## src/rtl/if_stage.sv

```systemverilog
// RV32I instruction fetch stage: PC, imem handshake, one-entry skid buffer and IF/ID register.
// Redirects issued while a request is in flight wait out the aborted response in StDrop.
module if_stage #(
    parameter logic [31:0] RESET_PC  = 32'h0000_0000,
    parameter logic [31:0] NOP_INSTR = 32'h0000_0013
) (
    input  logic        clk,
    input  logic        rst_n,
    output logic        imem_req,
    output logic [31:0] imem_addr,
    input  logic        imem_rvalid,
    input  logic [31:0] imem_rdata,
    input  logic        stall_i,
    input  logic        redirect_i,
    input  logic [31:0] redirect_pc_i,
    output logic        if_id_valid,
    output logic [31:0] if_id_pc,
    output logic [31:0] if_id_instr,
    output logic [6:0]  if_id_opcode
);

    typedef enum logic [0:0] {StFetch, StDrop} state_e;

    state_e      state_q, state_d;
    logic [31:0] pc_q, pc_d;
    logic [31:0] req_addr_q, req_addr_d;
    logic        skid_valid_q, skid_valid_d;
    logic [31:0] skid_instr_q, skid_instr_d;
    logic [31:0] skid_pc_q, skid_pc_d;
    logic        if_id_valid_q, if_id_valid_d;
    logic [31:0] if_id_pc_q, if_id_pc_d;
    logic [31:0] if_id_instr_q, if_id_instr_d;

    logic        req_int;
    logic        fetch_hit;
    logic [31:0] redirect_target;

    assign redirect_target = {redirect_pc_i[31:2], 2'b00};

    always_comb begin
        state_d       = state_q;
        pc_d          = pc_q;
        req_addr_d    = req_addr_q;
        skid_valid_d  = skid_valid_q;
        skid_instr_d  = skid_instr_q;
        skid_pc_d     = skid_pc_q;
        if_id_valid_d = if_id_valid_q;
        if_id_pc_d    = if_id_pc_q;
        if_id_instr_d = if_id_instr_q;
        req_int       = 1'b0;
        imem_addr     = pc_q;
        fetch_hit     = 1'b0;

        unique case (state_q)
            StFetch: begin
                req_int   = !skid_valid_q;
                imem_addr = pc_q;
                if (redirect_i) begin
                    // Aborted request still owes a response: hold its address until it arrives.
                    if (req_int && !imem_rvalid) begin
                        state_d    = StDrop;
                        req_addr_d = pc_q;
                    end
                end else if (req_int && imem_rvalid) begin
                    fetch_hit = 1'b1;
                    pc_d      = pc_q + 32'd4;
                    if (stall_i) begin
                        skid_valid_d = 1'b1;
                        skid_instr_d = imem_rdata;
                        skid_pc_d    = pc_q;
                    end else begin
                        if_id_valid_d = 1'b1;
                        if_id_instr_d = imem_rdata;
                        if_id_pc_d    = pc_q;
                    end
                end
            end
            StDrop: begin
                req_int   = 1'b1;
                imem_addr = req_addr_q;
                if (imem_rvalid) begin
                    state_d = StFetch;
                end
            end
            default: state_d = StFetch;
        endcase

        if (redirect_i) begin
            pc_d          = redirect_target;
            if_id_valid_d = 1'b0;
            if_id_instr_d = NOP_INSTR;
            skid_valid_d  = 1'b0;
        end else if (!stall_i) begin
            // Skid full implies no request this cycle, so drain and fetch never collide.
            if (skid_valid_q) begin
                if_id_valid_d = 1'b1;
                if_id_instr_d = skid_instr_q;
                if_id_pc_d    = skid_pc_q;
                skid_valid_d  = 1'b0;
            end else if (!fetch_hit) begin
                if_id_valid_d = 1'b0;
            end
        end

        imem_req = rst_n && req_int;
    end

    always_ff @(posedge clk) begin
        if (!rst_n) begin
            state_q       <= StFetch;
            pc_q          <= RESET_PC;
            req_addr_q    <= RESET_PC;
            skid_valid_q  <= 1'b0;
            skid_instr_q  <= NOP_INSTR;
            skid_pc_q     <= RESET_PC;
            if_id_valid_q <= 1'b0;
            if_id_pc_q    <= RESET_PC;
            if_id_instr_q <= NOP_INSTR;
        end else begin
            state_q       <= state_d;
            pc_q          <= pc_d;
            req_addr_q    <= req_addr_d;
            skid_valid_q  <= skid_valid_d;
            skid_instr_q  <= skid_instr_d;
            skid_pc_q     <= skid_pc_d;
            if_id_valid_q <= if_id_valid_d;
            if_id_pc_q    <= if_id_pc_d;
            if_id_instr_q <= if_id_instr_d;
        end
    end

    assign if_id_valid  = if_id_valid_q;
    assign if_id_pc     = if_id_pc_q;
    assign if_id_instr  = if_id_instr_q;
    assign if_id_opcode = if_id_instr_q[6:0];

endmodule

```

## config.mk

```make
export PLATFORM = sky130hd
export DESIGN_NAME = if_stage
export DESIGN_NICKNAME = d
export VERILOG_FILES = /design/src/rtl/if_stage.sv
export SDC_FILE = /design/constraint.sdc
export NUM_CORES = 1
export LEC_CHECK = 0
export CELL_PAD_IN_SITES_DETAIL_PLACEMENT = 0
export CELL_PAD_IN_SITES_GLOBAL_PLACEMENT = 1
export CORE_MARGIN = 4
export CORE_UTILIZATION = 40
export CTS_BUF_LIST = sky130_fd_sc_hd__clkbuf_8 sky130_fd_sc_hd__clkbuf_16
export DETAILED_ROUTE_END_ITERATION = 8
export PLACE_DENSITY_LB_ADDON = 0.1
export SYNTH_ARGS = -nofsm -noshare
export SYNTH_HDL_FRONTEND = slang
export SYNTH_SLANG_ARGS = --single-unit
export TNS_END_PERCENT = 30
```

## constraint.sdc

```tcl
create_clock -name clk -period 3.6 [get_ports clk]
set_clock_uncertainty 0.05 [all_clocks]
set_input_delay 0.72 -clock clk [delete_from_list [all_inputs] [get_ports clk]]
set_output_delay 0.72 -clock clk [all_outputs]
set_load 0.03 [all_outputs]
```

[Word level (Yosys, flattened, before mapping)]
Cells that the tools add are included.
Storage, ports and cells
  logic and storage cells: 61
  memories kept: 0
  bits of input ports: 69
  memory bits (writable): 0
  ROM bits: 0
  register bits: 195
  bits in latches: 0
  output and inout port bits: 105
Operators by class
  $mul: 0
  reduce and logical (&&, ||, !) cells: 11
  magnitude comparators: 0
  bitwise logic cells: 3
  $add $sub $neg: 1
  multiplexer cells: 35
  shifts and indexed selects: 0
  divide/modulo/power cells: 0
  eq/ne operators: 1
Operator list (number)
  32-bit two-way mux: 15
  32-bit case mux with 2 select lines: 1
  32-bit by 3-bit adder with 32-bit output, second input constant: 1
  1-bit two-way mux: 17
  1-bit case mux with 2 select lines: 2
  2-bit AND reduction: 2
  4-bit AND reduction: 1
  1-bit logical AND: 3
  1-bit NOT: 3
  3-bit AND reduction: 1
  1-bit logical NOT: 2
  2-bit != test, second input constant: 1
  2-bit nonzero test: 1
  2-bit OR reduction: 1

[Logic depth before layout (Yosys ltp)]
  word-level depth: 8
  gate-level depth with buffers: 7
  mapped depth without buffers: 5

[Least setup slack after synthesis]
No wires, ideal clock.
  path kind: input to output
  start point: in rst_n
  end point: out imem_req
  cell stages on the path: 2
  required time: 2830 ps
  path buffers: 1
  arrival: 1744 ps
  setup slack: 1086 ps
  cells stage by stage: clkbuf_1 > a21boi_0
On the way
  word-level cells in the longest chain between the ends: 1
Ends and longest elaborated chain
  from (decl): line 8  | input logic rst_n,
  1-bit logical AND: line 105  | imem_req = rst_n && req_int;
  to (decl): line 9  | output logic imem_req,
No other way between the ends.

[Final worst setup path]
  start point: reg state_q
  end point: out imem_addr[3]
On the way
  word-level cells in the longest chain between the ends: 2
Ends and longest elaborated chain
  from (decl): line 24  | state_e state_q, state_d;
  from (signal assigned): line 110  | state_q <= StFetch;
  from (signal assigned): line 120  | state_q <= state_d;
  1-bit NOT (no line)
  32-bit case mux with 2 select lines (*): line 54  | unique case (state_q)
  to (decl): line 10  | output logic [31:0] imem_addr,
Every way passes the cells marked *; elsewhere a longest branch is shown, timed or not.

==> impl_metrics.py <==
metrics = {
    "outcome": {
        "run_status": "complete, no violations",
    },
    "clock_tree": {
        "cts_tree": "yes",
        "cts_hold_repair.buffers": 0,
        "cts-htree-levels": 4,
        "clock_sinks": 189,
        "clock_latency_ps": 430,
        "cts_root_buffer": "clkbuf_16",
        "clock_pin_slew_reported_for_the_worst_setup_and_hold_paths_after_clock_tree_synthesis_ps": 70,
        "post_cts.resized_instances": 0,
        "cts_buffer_depth": 2,
        "cts_setup_buffers": 0,
        "cts-buffers-inserted": 17,
    },
    "yosys": {
        "async_reset_ff_frac": 0,
        "synth_top_cells_by_area": "dfxtp_1 (44%), nand2_1 (11%), a21boi_0 (7.9%), o21ai_0 (5.1%), mux2_2 (3.6%)",
        "syn_inst": 1022,
        "netlist_area_mm2": 0.008512,
        "synth-main-ff-cell": "dfxtp_1",
        "synth_cell_type_count": 50,
        "avgSynthCellArea_um2": 8.329,
        "synthDominantCellAreaShare": 0.4445,
        "postSynthRegisterBits": 189,
        "sequential_share_of_the_synthesized_area": 0.4445,
        "synth_edf_count": 0,
        "synth_top_area_cell": "dfxtp_1",
        "synth_warnings": 0,
    },
    "flow_run": {
        "maxCapViolCount": 0,
    },
    "critical_path": {
        "critical_path.endpoint_type": "primary output",
        "criticalPathCategory": "flip-flop to primary output",
        "cp_data_required_time_ps": 2830,
        "arrival_time_at_the_worst_endpoint_ps": 2370,
        "worstPathMaxFanout": 21,
        "startpoint_type": "flip-flop",
    },
    "sta": {
        "rsz0062_at_grt": "no",
        "drv_slew": 0,
        "worst_slew_pin_slew_ps": 742.9,
        "total_of_endpoints_with_negative_setup_slack_in_the_final_report": 0,
        "max_freq_mhz": 318.6,
        "final_critical_delay_including_setup_and_external_delays_ps": 3139,
        "setup_tns_ps": 0,
        "slew_headroom": 0.5047,
        "worst_hold_slack_ps": 413.0,
        "finalCritPeriodShare": 0.8719,
        "hold_viol_final": 0,
    },
    "place": {
        "post-dp-hpwl_um": 15640,
        "port-buffer-count": 169,
        "routabilityCongestion": 0.7750,
    },
    "die": {
        "initial_utilization": 0.4062,
        "die_height_um": 153.9,
        "fp.coreArea_mm2": 0.02096,
        "fp.dieArea_mm2": 0.02368,
        "pin_count": 174,
        "die_w_um": 153.9,
        "num_rows": 53,
    },
    "pwr": {
        "p_per_area_mw_per_mm2": 435.9,
        "ir_worst_vdd_uv": 284.3,
        "fin_total_pwr_mw": 4.764,
        "leakagePower_nw": 3.735,
    },
    "final_layout": {
        "layout.cells.most_common": "nand2_1",
        "area_of_combinational_cells_with_multiple_inputs_mm2": 0.004252,
        "layout.core_utilization": 0.5215,
        "flow.area_growth_from_synthesis_pct": 28.38,
        "sequential_cell_area_mm2": 0.003785,
        "proportion_of_layout_cells_with_a_drive_suffix_above_1": 0.08836,
        "antenna_cells_inserted": 0,
        "num-fill-cells": 2075,
        "layout_common_cells": "nand2_1 (241), dfxtp_1 (188), clkdlybuf4s50_1 (168)",
        "final_nets": 1200,
    },
    "drt": {
        "vias_per_cell": 5.272,
        "num_vias": 7476,
        "detail_route.wl_per_cell_um": 17.14,
        "dr.first_iter.drc_count": 369,
        "dr.pass1.iters": 7,
        "drt-total-wl_um": 24300,
        "remaining_drc_errors": 0,
        "route.antenna.remaining_nets": 0,
    },
    "global_route": {
        "vias_in_the_first_global_route": 7038,
        "grt_antenna_before_repair": 0,
        "grt_start_max_net_pins": 86,
        "grt.overflow.total": 0,
        "grt_use_total": 0.2027,
        "grt_first_pass_wirelength_um": 39140,
    },
    "min_path": {
        "worst_hold_path_type": "flip-flop to flip-flop",
    },
}
[worst paths after layout]
kind,startpoint,to,slack [ps],cells after the start
max,state_q$_SDFF_PN0_,imem_addr[3],460,3
max reg2reg,pc_q[2]$_SDFFE_PN0P_,pc_q[30]$_SDFFE_PN0P_,1200,6
min,skid_pc_q[28]$_SDFFE_PN0P_,skid_pc_q[28]$_SDFFE_PN0P_,410,2
min reg2reg,skid_pc_q[28]$_SDFFE_PN0P_,skid_pc_q[28]$_SDFFE_PN0P_,410,2
[synth_stat cells (9+ instances only)]
master / count
nand2_1: 242
dfxtp_1: 189
a21boi_0: 90
o21ai_0: 86
clkbuf_1: 80
a21oi_1: 38
nor2_1: 38
a311oi_1: 32
mux2i_1: 30
mux2_2: 27
buf_4: 15
buf_2: 12
nand3_1: 12
a31oi_1: 10
or4_1: 10
nand4_1: 9
nor4_1: 9
[state kept, by name, indices dropped and copies added (netlist names)]
signal / flops
if_id_instr: 32
if_id_pc: 32
skid_instr_q: 32
pc_q: 30
req_addr_q: 30
skid_pc_q: 30
if_id_valid: 1
skid_valid_q: 1
state_q: 1
[kinds of logic after synthesis]
group | Yosys count | share of synthesized area
compound gates | 283 | 0.2196
xor+xnor | 10 | 0.01029
fa+ha+maj | 1 | 0.001470
buf+inv | 116 | 0.05953
flops | 189 | 0.4445
mux | 57 | 0.07100
other cells | 1 | 0.0004406
simple gates | 365 | 0.1932
[critical path, stage by stage, from the launching register on]
cell,delay (ps)
dfxtp_2,650
buf_4,300
mux2_2,370
clkdlybuf4s50_1,610
[through the flow]
stage	area, µm²	setup WS [ps]	std cells
after floorplan	8516	1086	1023
after global placement	10340	564.1	1386
after detailed placement	10340	530.2	1386
after CTS	10930	472.3	1418
after global routing	10930	378.0	1418
final	10930	461.1	1418
[final cells by class]
class / instances / share of cell area
clock buffer: 18 / 0.04019
clock inverter: 14 / 0.01374
sequential: 189 / 0.3463
inverter: 5 / 0.001717
tap: 275 / 0.03149
timing repair buffer: 199 / 0.1775
multi-input combinational: 718 / 0.3891
[report_power, final]
part / switching [mW] / internal (mW)
Sequential: 0.0830 / 2.16
Combinational: 0.349 / 0.280
Clock: 0.887 / 1.00
Total: 1.32 / 3.45
[metal layers]
metal	track usage	wire, µm	share of wire	vias to the layer above
li1	-	-	-	3770
met1	0.2936	12000	0.49	3524
met2	0.3131	10980	0.45	165
met3	0.03518	1015	0.042	17
met4	0.05425	303	0.012	0
met5	0	0	0	-
(Power assumes the default switching activity.)
